==> src/rtl/dbus_sram_bridge.sv <==
// Commit-stage data-bus bridge: one-entry request slot, in-order tag FIFO,
// and flush-aware response filtering toward the SRAM-like data bus.
module dbus_sram_bridge #(
    parameter int DEPTH = 2,
    parameter int CW    = $clog2(DEPTH + 1)
) (
    input  logic          clk,
    input  logic          reset,
    input  logic          flush,
    input  logic          cpu_req,
    input  logic          cpu_wr,
    input  logic [1:0]    cpu_size,
    input  logic [31:0]   cpu_addr,
    input  logic [31:0]   cpu_wdata,
    input  logic [3:0]    cpu_wstrb,
    output logic          cpu_addr_ok,
    output logic          cpu_data_ok,
    output logic [31:0]   cpu_rdata,
    output logic          bus_req,
    output logic          bus_wr,
    output logic [1:0]    bus_size,
    output logic [31:0]   bus_addr,
    output logic [31:0]   bus_wdata,
    output logic [3:0]    bus_wstrb,
    input  logic          bus_addr_ok,
    input  logic          bus_data_ok,
    input  logic [31:0]   bus_rdata,
    output logic [CW-1:0] outstanding,
    output logic          busy
);

    localparam int AW = (DEPTH > 1) ? $clog2(DEPTH) : 1;

    logic             slot_v_q;
    logic             slot_wr_q;
    logic [1:0]       slot_size_q;
    logic [31:0]      slot_addr_q;
    logic [31:0]      slot_wdata_q;
    logic [3:0]       slot_wstrb_q;
    logic             slot_kill_q;

    logic [DEPTH-1:0] tag_wr_q;
    logic [DEPTH-1:0] tag_kill_q;
    logic [AW-1:0]    wptr_q, wptr_d;
    logic [AW-1:0]    rptr_q, rptr_d;
    logic [CW-1:0]    cnt_q, cnt_d;

    logic slot_fire;
    logic pop;

    function automatic logic [AW-1:0] ptr_inc(input logic [AW-1:0] p);
        return (p == AW'(DEPTH - 1)) ? '0 : p + 1'b1;
    endfunction

    assign bus_req   = slot_v_q & (cnt_q < CW'(DEPTH));
    assign slot_fire = bus_req & bus_addr_ok;
    assign pop       = bus_data_ok & (cnt_q != '0);

    assign bus_wr    = slot_wr_q;
    assign bus_size  = slot_size_q;
    assign bus_addr  = slot_addr_q;
    assign bus_wdata = slot_wdata_q;
    assign bus_wstrb = slot_wstrb_q;

    // reset gates addr_ok so a request presented during reset is never acked
    assign cpu_addr_ok = cpu_req & ~flush & ~reset & (~slot_v_q | slot_fire);
    assign cpu_data_ok = pop & ~tag_kill_q[rptr_q];
    assign cpu_rdata   = cpu_data_ok ? bus_rdata : 32'h0;

    assign outstanding = cnt_q;
    assign busy        = slot_v_q | (cnt_q != '0);

    always_comb begin
        wptr_d = slot_fire ? ptr_inc(wptr_q) : wptr_q;
        rptr_d = pop ? ptr_inc(rptr_q) : rptr_q;
        cnt_d  = cnt_q;
        if (slot_fire && !pop) cnt_d = cnt_q + 1'b1;
        else if (!slot_fire && pop) cnt_d = cnt_q - 1'b1;
    end

    always_ff @(posedge clk or posedge reset) begin
        if (reset) begin
            slot_v_q     <= 1'b0;
            slot_wr_q    <= 1'b0;
            slot_size_q  <= '0;
            slot_addr_q  <= '0;
            slot_wdata_q <= '0;
            slot_wstrb_q <= '0;
            slot_kill_q  <= 1'b0;
        end else if (cpu_addr_ok) begin
            slot_v_q     <= 1'b1;
            slot_wr_q    <= cpu_wr;
            slot_size_q  <= cpu_size;
            slot_addr_q  <= cpu_addr;
            slot_wdata_q <= cpu_wdata;
            slot_wstrb_q <= cpu_wstrb;
            slot_kill_q  <= 1'b0;
        end else begin
            if (slot_fire) slot_v_q <= 1'b0;
            if (flush && slot_v_q) slot_kill_q <= 1'b1;
        end
    end

    // killing free entries is harmless: a push always rewrites its own bit
    always_ff @(posedge clk or posedge reset) begin
        if (reset) begin
            tag_wr_q   <= '0;
            tag_kill_q <= '0;
            wptr_q     <= '0;
            rptr_q     <= '0;
            cnt_q      <= '0;
        end else begin
            if (flush) tag_kill_q <= '1;
            if (slot_fire) begin
                tag_wr_q[wptr_q]   <= slot_wr_q;
                tag_kill_q[wptr_q] <= slot_kill_q | flush;
            end
            wptr_q <= wptr_d;
            rptr_q <= rptr_d;
            cnt_q  <= cnt_d;
        end
    end

endmodule

==> config.mk <==
export PLATFORM = sky130hd
export DESIGN_NAME = dbus_sram_bridge
export DESIGN_NICKNAME = d
export VERILOG_FILES = /design/src/rtl/dbus_sram_bridge.sv
export SDC_FILE = /design/constraint.sdc
export NUM_CORES = 1
export LEC_CHECK = 0
export BUFFER_PORTS_ARGS = -buffer_cell sky130_fd_sc_hd__clkbuf_2
export CAP_MARGIN = 20
export CORE_ASPECT_RATIO = 1.75
export CORE_MARGIN = 2
export CORE_UTILIZATION = 25
export DETAILED_ROUTE_END_ITERATION = 7
export GPL_TIMING_DRIVEN = 0
export SYNTH_ARGS = -nofsm -noshare
export SYNTH_HDL_FRONTEND = slang
export SYNTH_SLANG_ARGS = --single-unit
==> constraint.sdc <==
create_clock -name clk -period 2.5 [get_ports clk]
set_input_delay 0.125 -clock clk [delete_from_list [all_inputs] [get_ports clk]]
set_output_delay 0.125 -clock clk [all_outputs]
set_load 0.02 [all_outputs]
== Word level (Yosys, flattened, before mapping) ==
Index checks and enable logic that the tools add are counted.

* $add $sub $neg: 4
* Multiplexer cells: 16
* Bitwise logic cells: 14
* Reductions and logical operators: 10
* Order comparisons: 4

{| class="wikitable"
|+ Operators with widths
! cell !! count
|-
| 2-to-1 mux 32 bit || 1
|-
| 2-to-1 mux 1 bit || 9
|-
| 2-to-1 mux 2 bit || 4
|-
| nonzero test 2 bit || 4
|-
| AND 1 bit || 7
|-
| logical AND 1 bit || 4
|-
| less-than comparator 1 x 2 -> 1 bit (second input constant) || 2
|-
| inverter 1 bit || 4
|-
| OR 1 bit || 3
|-
| adder 1 bit (second input constant) || 2
|-
| adder 2 x 1 -> 2 bit (second input constant) || 1
|-
| bitwise mux 2 bit || 1
|-
| zero test 1 bit || 2
|-
| less-than comparator 2 bit (second input constant) || 1
|-
| subtractor 2 x 1 -> 2 bit (second input constant) || 1
|-
| demux 1 bit (select 1 bit) || 1
|-
| >= comparator 1 bit (second input constant) || 1
|}

* Register bits after elaboration: 79
* Output and inout port bits: 109
* Bits of input ports: 109

== Logic depth before layout (Yosys ltp) ==
Gate-level depths: netlist of run 1.

* Depth after elaboration: 7
* Mapped depth: 6

== Worst setup path after synthesis of run 1 ==
OpenSTA, ideal clock, no wires.

* Kind: register to output
* Start point: reg cnt_q[0] (netlist: outstanding[0])
* End point: out cpu_rdata[0]
* Cell stages (with the launch flop): 5
* Arrival time: 1.669 ns
* Slack: 0.706 ns
* Buffers on the path: 1
* Cell sequence: dfrtp_1 o21ai_0 a211oi_1 buf_2 and2_1

* Word-level cells in the longest chain between the ends: 4

{| class="wikitable"
|+ Ends and longest elaborated chain
! what !! line !! text
|-
| from (decl) || 46 || <nowiki>logic [CW-1:0] cnt_q, cnt_d;</nowiki>
|-
| from (signal assigned) || 120 || <nowiki>cnt_q <= cnt_d;</nowiki>
|-
| nonzero test 2 bit || 57 || <nowiki>assign pop = bus_data_ok & (cnt_q != '0);</nowiki>
|-
| AND 1 bit || 57 ||
|-
| AND 1 bit || 67 || <nowiki>assign cpu_data_ok = pop & ~tag_kill_q[rptr_q];</nowiki>
|-
| via cpu_data_ok || 17 || <nowiki>output logic cpu_data_ok,</nowiki>
|-
| 2-to-1 mux 32 bit || 68 || <nowiki>assign cpu_rdata = cpu_data_ok ? bus_rdata : 32'h0;</nowiki>
|-
| to (decl) || 18 || <nowiki>output logic [31:0] cpu_rdata,</nowiki>
|}

The timed path passes the listed nets, and every way through them passes these cells.

== Worst setup path after layout of run 1 ==
* Start point: reg cnt_q[1] (netlist: outstanding[1])
* End point: out cpu_rdata[14]

* Word-level cells in the longest chain between the ends: 4

{| class="wikitable"
|+ Ends and longest elaborated chain
! what !! line
|-
| nonzero test 2 bit || 57
|-
| AND 1 bit || 57
|-
| AND 1 bit || 67
|-
| 2-to-1 mux 32 bit || 68
|}

No other way between the ends.

==> results of run 1 <==
## synth_stat cells, drive strengths merged (2+ instances only)
cell type	instances	area share (%)
xor2	2	0.54
nand2	2	0.23
a211oi	2	0.46
xnor2	3	0.81
buf	8	2.5
nor2b	2	0.38
nor2	5	0.58
clkbuf	2	0.23
dfrtp	79	61
mux2	71	25
inv	2	0.23
a21oi	2	0.65
and2	32	6.1
## worst paths after layout
check	endpoint	slack (ps)	cells after the start	start
min in group asynchronous	slot_v_q	350	3	reset
setup / recovery	cpu_rdata[14]	250	5	outstanding[1]
setup reg to reg	bus_wdata[29]	630	4	outstanding[1]
max in group asynchronous	bus_wdata[5]	1570	4	reset
hold reg to reg	bus_wdata[19]	480	1	bus_wdata[19]
hold / removal	bus_wdata[9]	20	2	cpu_wdata[9]
## per-layer routing
metal / routed length [µm] / vias to the layer above
met4: 369 / 0
met3: 798 / 22
li1: - / 1210
met5: 0 / -
met1: 2900 / 1257
met2: 4790 / 162
## what timing repair did
| item | CTS | global route |
|---|---|---|
| hold endpoints to repair | 30 | 0 |
| pin swaps | 0 | 1 |
| hold buffers | 3 | 0 |
| setup endpoints to repair | 4 | 5 |
| resized for setup | 1 | 0 |
## sequential cells by signal, indices dropped and copies added, names as in the netlist
name and count:
bus_wdata 32, slot_kill_q 1, rptr_q 1, bus_wstrb 4
slot_v_q 1, bus_wr 1, bus_addr 32, tag_kill_q 2
outstanding 2, bus_size 2, wptr_q 1
## logic make-up (layout without fill, tap and decap cells)
logic type	Yosys count	in the layout	synth area share [%]
AO/OA/AOI/OAI	6	6	1.46
XOR/XNOR	5	5	1.35
adder cells (fa/ha/maj)	1	1	0.384
buffers and inverters	12	249	2.92
flip-flops	79	79	60.7
multiplexers	72	72	24.9
AND/OR/NAND/NOR	45	45	8.30
## report_power, final
part | total (mW) | internal (mW) | switching (mW) | leakage, nW
sequential | 2.05 | 1.77 | 0.281 | 0.926
combinational | 2.12 | 0.873 | 1.24 | 1.43
clock | 1.32 | 0.805 | 0.513 | 0.139
## through the flow
| stage | utilization [%] | cell area (µm²) | hold slack [ps] |
|---|---|---|---|
| CTS | 38.4 | 4920 | 7.53 |
| global route | 38.4 | 4920 | 11.9 |
| finish | 38.4 | 4920 | 20.2 |
| floorplan | - | 3260 | 260 |
| global placement | 35.6 | 4560 | 345 |
| detailed placement | 35.8 | 4590 | 164 |
## area by class of cell
class / instances / area share [%]
plain buffers: 10 / 1.78
inverters: 2 / 0.203
clock buffers: 12 / 5.01
clock inverters: 4 / 1.09
multi-input cells: 129 / 24.2
flip-flops and latches: 79 / 40.2
well taps: 171 / 4.35
repair buffers: 221 / 23.2
==> impl_results.md, run 1 <==
* Tmin final at 2250 ps
* Slew at the pin closest to its max-slew limit at around 540 ps
* Final hold violations at 0
* DP HPWL at a little over 7000 µm
* Max cap viols at 0
* Final WL at roughly 9000 µm
* Fin. max-slew vios at 0
* Vias per cell at about 4.2
* Seq/Total Area, Yosys at a little over 60%
* FMAX at ~0.45 GHz
* Mapped cell area at between 3000 and 4000 µm²
* CTS clk-pin slew, worst paths at ~60 ps
* Initial DRT Pass Iterations at 4
* Total power divided by cell area at between 1000 and 1500 nW/µm²
* Setup tns final at 0 ps
* Layout cells sized above 1 at about two thirds
* Initial antenna violation count at 0
* Sequential Area at 1980 µm²
* Fin nets at between 500 and 600
* Slew HR at 63.4%
* Tcrit/Tclk final at about nine tenths
* Most common cell after layout, fill and taps aside: clkbuf_2
* FP Rows at between 50 and 60
* Global-route wire length before repair at between 10,000 and 15,000 µm
* GRT Overall Usage at roughly an eighth
* Final setup violation count at 0
* Pwr Total at ~5.5 mW
* Outcome: finished, final reports clean
* Post-synth EDFFs at 0
* Clock latency on the worst-skew pair at about 330 ps
* ANT nets after route at 0
* Critical path required time at between 2000 and 2500 ps
* CP max stage delay at approximately 450 ps
* Synth cell types at 25
* DRT iter0 DRCs at 68
* Total Die Area at approximately 14,000 µm²
* WL per Instance at around 14 µm
* Initial Util at between 20% and 30%
* Placed cell count at a little over 600
* Fill cells at ~1,300
* Critical path class: reg -> out
* Antenna Cells at 0
* Unrepaired setup endpoints after global routing: false
* Grt met1 use at approximately 11%
* DRC viols at 0
* GP Congestion at between 0.7 and 0.8
* Vias in the first global route at between 2,000 and 3,000
* Post-route worst setup slack at 254 ps
* Largest net degree at the start of global routing at 52
* DP Worst Slack at 340 ps
* Die Y at between 150 and 200 µm
* Post-Syn Instances at 220
* H-tree Lvls at 3
* Die X at roughly 90 µm
* I/O pin count at roughly 220
* CP Max Fanout at 10
* Clk root buf: clkbuf_16
* Yosys warning total at 0
* CTS Sinks at 79
* Core footprint at approximately 13,000 µm²
* Crit. End Element: primary output
* Syn Area/Cell at between 10 and 15 µm²
* Multi-input combinational cell area at between 1000 and 1500 µm²
* # port buffers at 217
* Flops & latches, synth at ~80
* Syn Nets at 330
* Layout area overhead at 51.2%
* Critical Path AT at around 2100 ps
* Via count at 2,651
* Met3 Resource Use GR at 4.31%
* Synth Flop Type: dfrtp_1
* Synth async-reset ratio at 100%
* Type of origin of the critical path: flip-flop
* Fin cells at roughly 630
* CTS tree: done
* Crit-path leading delay family: compound AO/OA/AOI/OAI gates
* Leakage Power at about 2.5 nW
* Longest Clk Path Bufs at 2
* CTS buffer count at 9
* Crit-path slowest cell: dfrtp_1
* GRT Residual Overflow at 0
* Clk_skew at around 11 ps
* CP Buf/Inv Count at 2
* Most frequent cells in the layout: clkbuf_2 (217), dfrtp_1 (79), mux2_2 (65)
* Global routing's busiest layer: met2
* # Post-CTS Setup Buffers at 0
* Worst min path class: in -> reg
* Worst IR Drop VDD at approximately 0.45 mV
* Crit-path cells: o21ai_0 > a211oi_2 > clkbuf_1 > and2_1 > clkbuf_2
* Global-route met2 utilization at between 20% and 30%
Power figures use the tool's default switching activity.
==> run 2, diff against run 1 <==
--- a/config.mk
+++ b/config.mk
@@ -5,6 +5,7 @@
 export SDC_FILE = /design/constraint.sdc
 export NUM_CORES = 1
 export LEC_CHECK = 0
+export ABC_AREA = 1
 export BUFFER_PORTS_ARGS = -buffer_cell sky130_fd_sc_hd__clkbuf_2
 export CAP_MARGIN = 20
 export CORE_ASPECT_RATIO = 1.75
==> impl_results.md, run 2 <==
* Outcome: finished, final reports clean
* Reg2reg end: bus_addr[31]
* Most frequent cells in the layout: clkbuf_2 (217), nand2_1 (161), dfrtp_1 (79)
* GP Congestion at 0.792
* Vias in the first global route at 3,418
* Synth cell types at 17
* Fin cells at 844
* Final setup violation count at 0
* Hold Path Sink: bus_wdata[16]
* Tmin final at 1850 ps
* Placed cell count at approximately 830
* Design area at just over 5000 µm²
* I/O pin count at approximately 220
* Total power divided by cell area at 1050 nW/µm²
* R2r setup slk at between 900 and 1000 ps
* Initial DRT Pass Iterations at 4
* Hold Slack at ~17 ps
* Post-Syn Instances at 432
* Layout cells sized above 1 at between 30% and 40%
* Global-route wire length before repair at ~17,000 µm
* Yosys top cell by area: dfrtp_1
* Mapped cell area at about 3500 µm²
* Clock latency on the worst-skew pair at roughly 330 ps
* Post-route worst setup slack at between 600 and 700 ps
* Critical path required time at roughly 2400 ps
* CP max stage delay at about 480 ps
* H-tree Lvls at 3
* DP Worst Slack at around 830 ps
* # port buffers at between 200 and 250
* Die Y at between 150 and 200 µm
* Tcrit/Tclk final at between 70% and 80%
* Post-synth EDFFs at 0
* Hold path cells at 3
* DP HPWL at ~8400 µm
* Post-synth top cells: nand2_1 (161), dfrtp_1 (79), nand3_1 (76)
* Antenna Cells at 0
* CP Max Fanout at 10
* GRT Residual Overflow at 0
* Dominant cell by count in the synthesized netlist: nand2_1
* Leakage Power at 3.15 nW
* Core footprint at approximately 14,000 µm²
* Crit. End Element: primary output
* Pwr Total at 5.36 mW
* Type of origin of the critical path: flip-flop
* Worst reg2reg path startpoint: outstanding[1]
* Final WL at roughly 11,000 µm
* Worst reg2reg path depth at 5
* Clk root buf: clkbuf_16
* Largest cells by area after synthesis: dfrtp_1 (57%), nand2_1 (17%), nand3_1 (11%)
* CP Buf/Inv Count at 3
* Unrepaired setup endpoints after global routing: false
* Seq/Total Area, Yosys at a little under three fifths
* Fin. max-slew vios at 0
* Crit-path cells: inv_2 > nand2_1 > nand4_1 > buf_2 > nor2_1 > clkbuf_2
* Critical Path AT at approximately 1700 ps
* Syn Area/Cell at between 8 and 9 µm²
* ANT nets after route at 0
* CTS tree: done
* WP depth at 6
* Most common cell after layout, fill and taps aside: clkbuf_2
* Yosys warning total at 0
* CTS Hold Bufs at 1
* Via count at around 3,600
* Layout area overhead at 46.8%
* WL per Instance at about 13 µm
* Synth async-reset ratio at 100%
* Worst Hold Launch: cpu_wdata[16]
* Final core occ at 37.1%
* Total Die Area at between 10,000 and 15,000 µm²
* Longest Clk Path Bufs at 2
* Crit-path slowest cell: dfrtp_1
* Share of the synthesized area in the top cell type at 56.8%
* Critical path class: reg -> out
* Post_cts resized at 0
* Crit-path leading delay family: buffers and inverters
* Max cap viols at 0
* Flops & latches, synth at just under 80
* Worst min path class: in -> reg
* Initial Util at approximately a quarter
* CTS clk-pin slew, worst paths at ~60 ps
* GRT Overall Usage at between 10% and 20%
* Syn Nets at about 540
* FP Rows at 57
* CTS Sinks at 79
* Placed cell area at 4810 µm²
* Slew at the pin closest to its max-slew limit at approximately 530 ps
* Setup tns final at 0 ps
* Slew HR at 64.8%
* Vias per cell at ~4.2
* Clk_skew at between 6 and 7 ps
* DRT iter0 DRCs at 90
* # Post-CTS Setup Buffers at 0
* Largest net degree at the start of global routing at 42
* Synth Flop Type: dfrtp_1
* Fin nets at between 700 and 800
* Final hold violations at 0
* DRC viols at 0
* FMAX at 0.540 GHz
* CTS buffer count at 9
* Initial antenna violation count at 0
* Die X at 93.2 µm
* Worst IR Drop VDD at about 0.4 mV
[run 2: worst max path at each step]
stage | slack (ps) | start | to
6_report | 650 | outstanding[1] | cpu_rdata[21]
3_5_place_dp | 830 | outstanding[1] | bus_addr[31]
2_1_floorplan | 350 | reset | bus_addr[0]
3_3_place_gp | -900 | reset | bus_addr[28]
4_1_cts | 520 | outstanding[1] | cpu_addr_ok
5_1_grt | 450 | outstanding[1] | cpu_addr_ok
[run 2: area by class of cell]
class                      count  area, µm²
fill                        1531       8660
sequential                    79       1980
multi-input combinational    283       1210
timing repair buffer         219       1120
clock buffer                  11        233
tap                          177        221
inverter                      46        175
buffer                        24        120
clock inverter                 5       56.3
[run 2: layer usage]
layer	vias to the layer above	share of wire, %	GRT usage [%]
met4	0	2.6	6.15
li1	1782	-	-
met2	165	53	26.7
met1	1608	36	14.7
met5	-	0	0
met3	19	7.6	3.35
[run 2: worst reg2reg max path, stage by stage (launching register included)]
cell     delay (ps)
dfrtp_1         460
o21ai_4         370
nand2_2         240
buf_2           270
nand2_1          90
nand2_1          50
[run 2: cell families (layout without fill, tap and decap cells)]
kind of cell | Yosys count | in the layout | synth area share, %
simple gates | 276 | 276 | 33.0
xor+xnor | 2 | 2 | 0.504
flops | 79 | 79 | 56.8
buf+inv | 70 | 305 | 8.41
compound gates | 4 | 4 | 0.899
fa+ha+maj | 1 | 1 | 0.360
[run 2: power breakdown]
part	switching (mW)	internal [mW]	leakage (nW)
combinational	1.42	0.681	2.03
sequential	0.251	1.71	0.976
clock	0.524	0.775	0.140
==> run 3, diff against run 2 <==
==> constraint.sdc (replaced) <==
create_clock -name clk -period 1.5 [get_ports clk]
set_input_delay 0.075 -clock clk [delete_from_list [all_inputs] [get_ports clk]]
set_output_delay 0.075 -clock clk [all_outputs]
set_load 0.02 [all_outputs]
==> impl_results.md, run 3 (same netlist as run 2, synthesis figures left out) <==
* Core footprint at ~14,000 µm²
* Final setup violation count at 35
* Longest Clk Path Bufs at 2
* DRT iter0 DRCs at between 150 and 200
* GRT Overall Usage at between 15 and 20%
* Max cap viols at 0
* Most frequent cells in the layout: clkbuf_2 (183), nand2_1 (159), dfrtp_1 (78)
* Fin. max-slew vios at 0
* Layout area overhead at 86.1%
* I/O pin count at between 200 and 250
* Most common cell after layout, fill and taps aside: clkbuf_2
* H-tree Lvls at 3
* Failing checks: negative setup slack
* Vias in the first global route at slightly below 4,000
* CTS buffer count at 9
* Fin cells at about 940
* ANT nets after route at 0
* R2r setup slk at -20 ps
* Final hold violations at 0
* Global-route wire length before repair at 19,000 µm
* Crit-path cells: inv_2 > nand2_2 > nand4_1 > buf_6 > buf_6 > nor2_2 > buf_6
* Tcrit/Tclk final at 104%
* Unrepaired setup endpoints after global routing: true
* Total power divided by cell area at roughly 1600 nW/µm²
* DRC viols at 0
* Slew HR at between 70% and 80%
* Critical Path AT at between 1000 and 1500 ps
* Crit. End Element: primary output
* CP Max Fanout at 5
* DP HPWL at about 8600 µm
* FMAX at about 0.64 GHz
* CTS clk-pin slew, worst paths at around 60 ps
* Fin nets at between 800 and 900
* CP max stage delay at about 380 ps
* Initial DRT Pass Iterations at 4
* Clk root buf: clkbuf_16
* CP Buf/Inv Count at 4
* Die Y at roughly 160 µm
* Layout cells sized above 1 at 41.9%
* Type of origin of the critical path: flip-flop
* WL per Instance at around 14 µm
* Slew at the pin closest to its max-slew limit at 387 ps
* GP Congestion at between 0.8 and 0.9
* Worst min path class: in -> reg
* Sequential Area at a little under 2000 µm²
* Critical path required time at 1420 ps
* CTS Sinks at 79
* Crit-path leading delay family: buffers and inverters
* Post-route worst setup slack at -60.2 ps
* # port buffers at between 200 and 250
* Die X at just over 90 µm
* Critical path class: reg -> out
* Via count at 4,032
* Pwr Total at just over 10 mW
* Largest net degree at the start of global routing at 40
* GRT Residual Overflow at 0
* Final WL at between 10,000 and 15,000 µm
* Multi-input combinational cell area at about 1400 µm²
* Initial antenna violation count at 1
* Fill cells at ~1,300
* Worst path most repeated cell: buf_6
* Placed cell count at 828
* Clk_skew at 7.82 ps
* Leakage Power at 3.65 nW
* FP Rows at 57
* Crit-path slowest cell: dfrtp_2
* Worst IR Drop VDD at between 0.6 and 0.7 mV
* Hold Slack at between 40 and 50 ps
* Outcome: finished, violations left
* Total Die Area at between 10,000 and 15,000 µm²
* Clock latency on the worst-skew pair at approximately 330 ps
* Vias per cell at roughly 4.3
* Initial Util at 25.3%
* Tmin final at about 1600 ps
* CTS tree: done
run 3: cell count changes in the layout (fill, tap and decap cells not counted), moves of 4 or more:
| cell | previous run | this run |
|---|---|---|
| buf_8 | 0 | 5 |
| nor2_2 | 0 | 16 |
| nor2_1 | 34 | 8 |
| nor2_4 | 1 | 11 |
| clkbuf_4 | 0 | 6 |
| buf_4 | 0 | 21 |
| buf_6 | 0 | 31 |
| inv_1 | 42 | 38 |
| dlygate4sd3_1 | 1 | 72 |
| buf_2 | 24 | 9 |
| clkbuf_2 | 217 | 183 |
run 3: cell type report:
cell class	instances	area share (%)
Clock buffer	11	3.59
Buffer	24	3.21
Clock inverter	5	1.64
Sequential cell	79	30.5
Antenna cell	1	0.0386
Multi-Input combinational cell	284	20.9
Tap cell	177	3.42
Timing Repair Buffer	308	33.9
Inverter	46	2.76
run 3: final timing paths:
check,start,to,cells past startpoint
min in group asynchronous,reset,tag_kill_q[1],3
max in group asynchronous,reset,bus_addr[25],4
max,outstanding[1],cpu_rdata[12],7
max reg2reg,outstanding[1],bus_addr[28],7
min reg2reg,bus_wdata[31],bus_wdata[31],2
min,flush,tag_kill_q[1],3
run 3: power by group:
| group | total, mW | switching [mW] | internal, mW |
|---|---|---|---|
| combinational | 4.46 | 2.68 | 1.78 |
| clock | 2.50 | 0.866 | 1.63 |
| sequential | 3.27 | 0.422 | 2.85 |
run 3: repair_timing:
item / 4_1_cts / 5_1_grt
gates cloned: 1 / 1
gates resized for setup: 60 / 118
buffers inserted: 6 / 10
endpoints found under the setup margin: 105 / 35
hold endpoints to repair: 150 / 0
hold buffers: 72 / 0
pin swaps: 2 / 4
run 3: worst min-delay path: stages:
cell and delay, ps:
clkbuf_2 130, o21ai_0 80, nand2_1 60
run 3: per-layer routing:
metal	part of all wire (%)	global-route usage, %	wire length (µm)
met3	6.5	3.87	823
met4	2.0	5.68	249
met1	37	17.2	4710
met2	54	30.6	6900
met5	0	0	0
run 3: metrics by stage:
stage	utilization, %	TNS [ps]	setup slack (ps)	area, µm²
6_report	47.1	-989	-60.2	6480
5_1_grt	47.1	-4260	-126	6480
4_1_cts	44.6	-2180	-77.5	6130
3_5_place_dp	35.1	-10270	-160	4830
3_3_place_gp	34.8	-22920	-178	4790
2_1_floorplan	-	0	61.2	3480
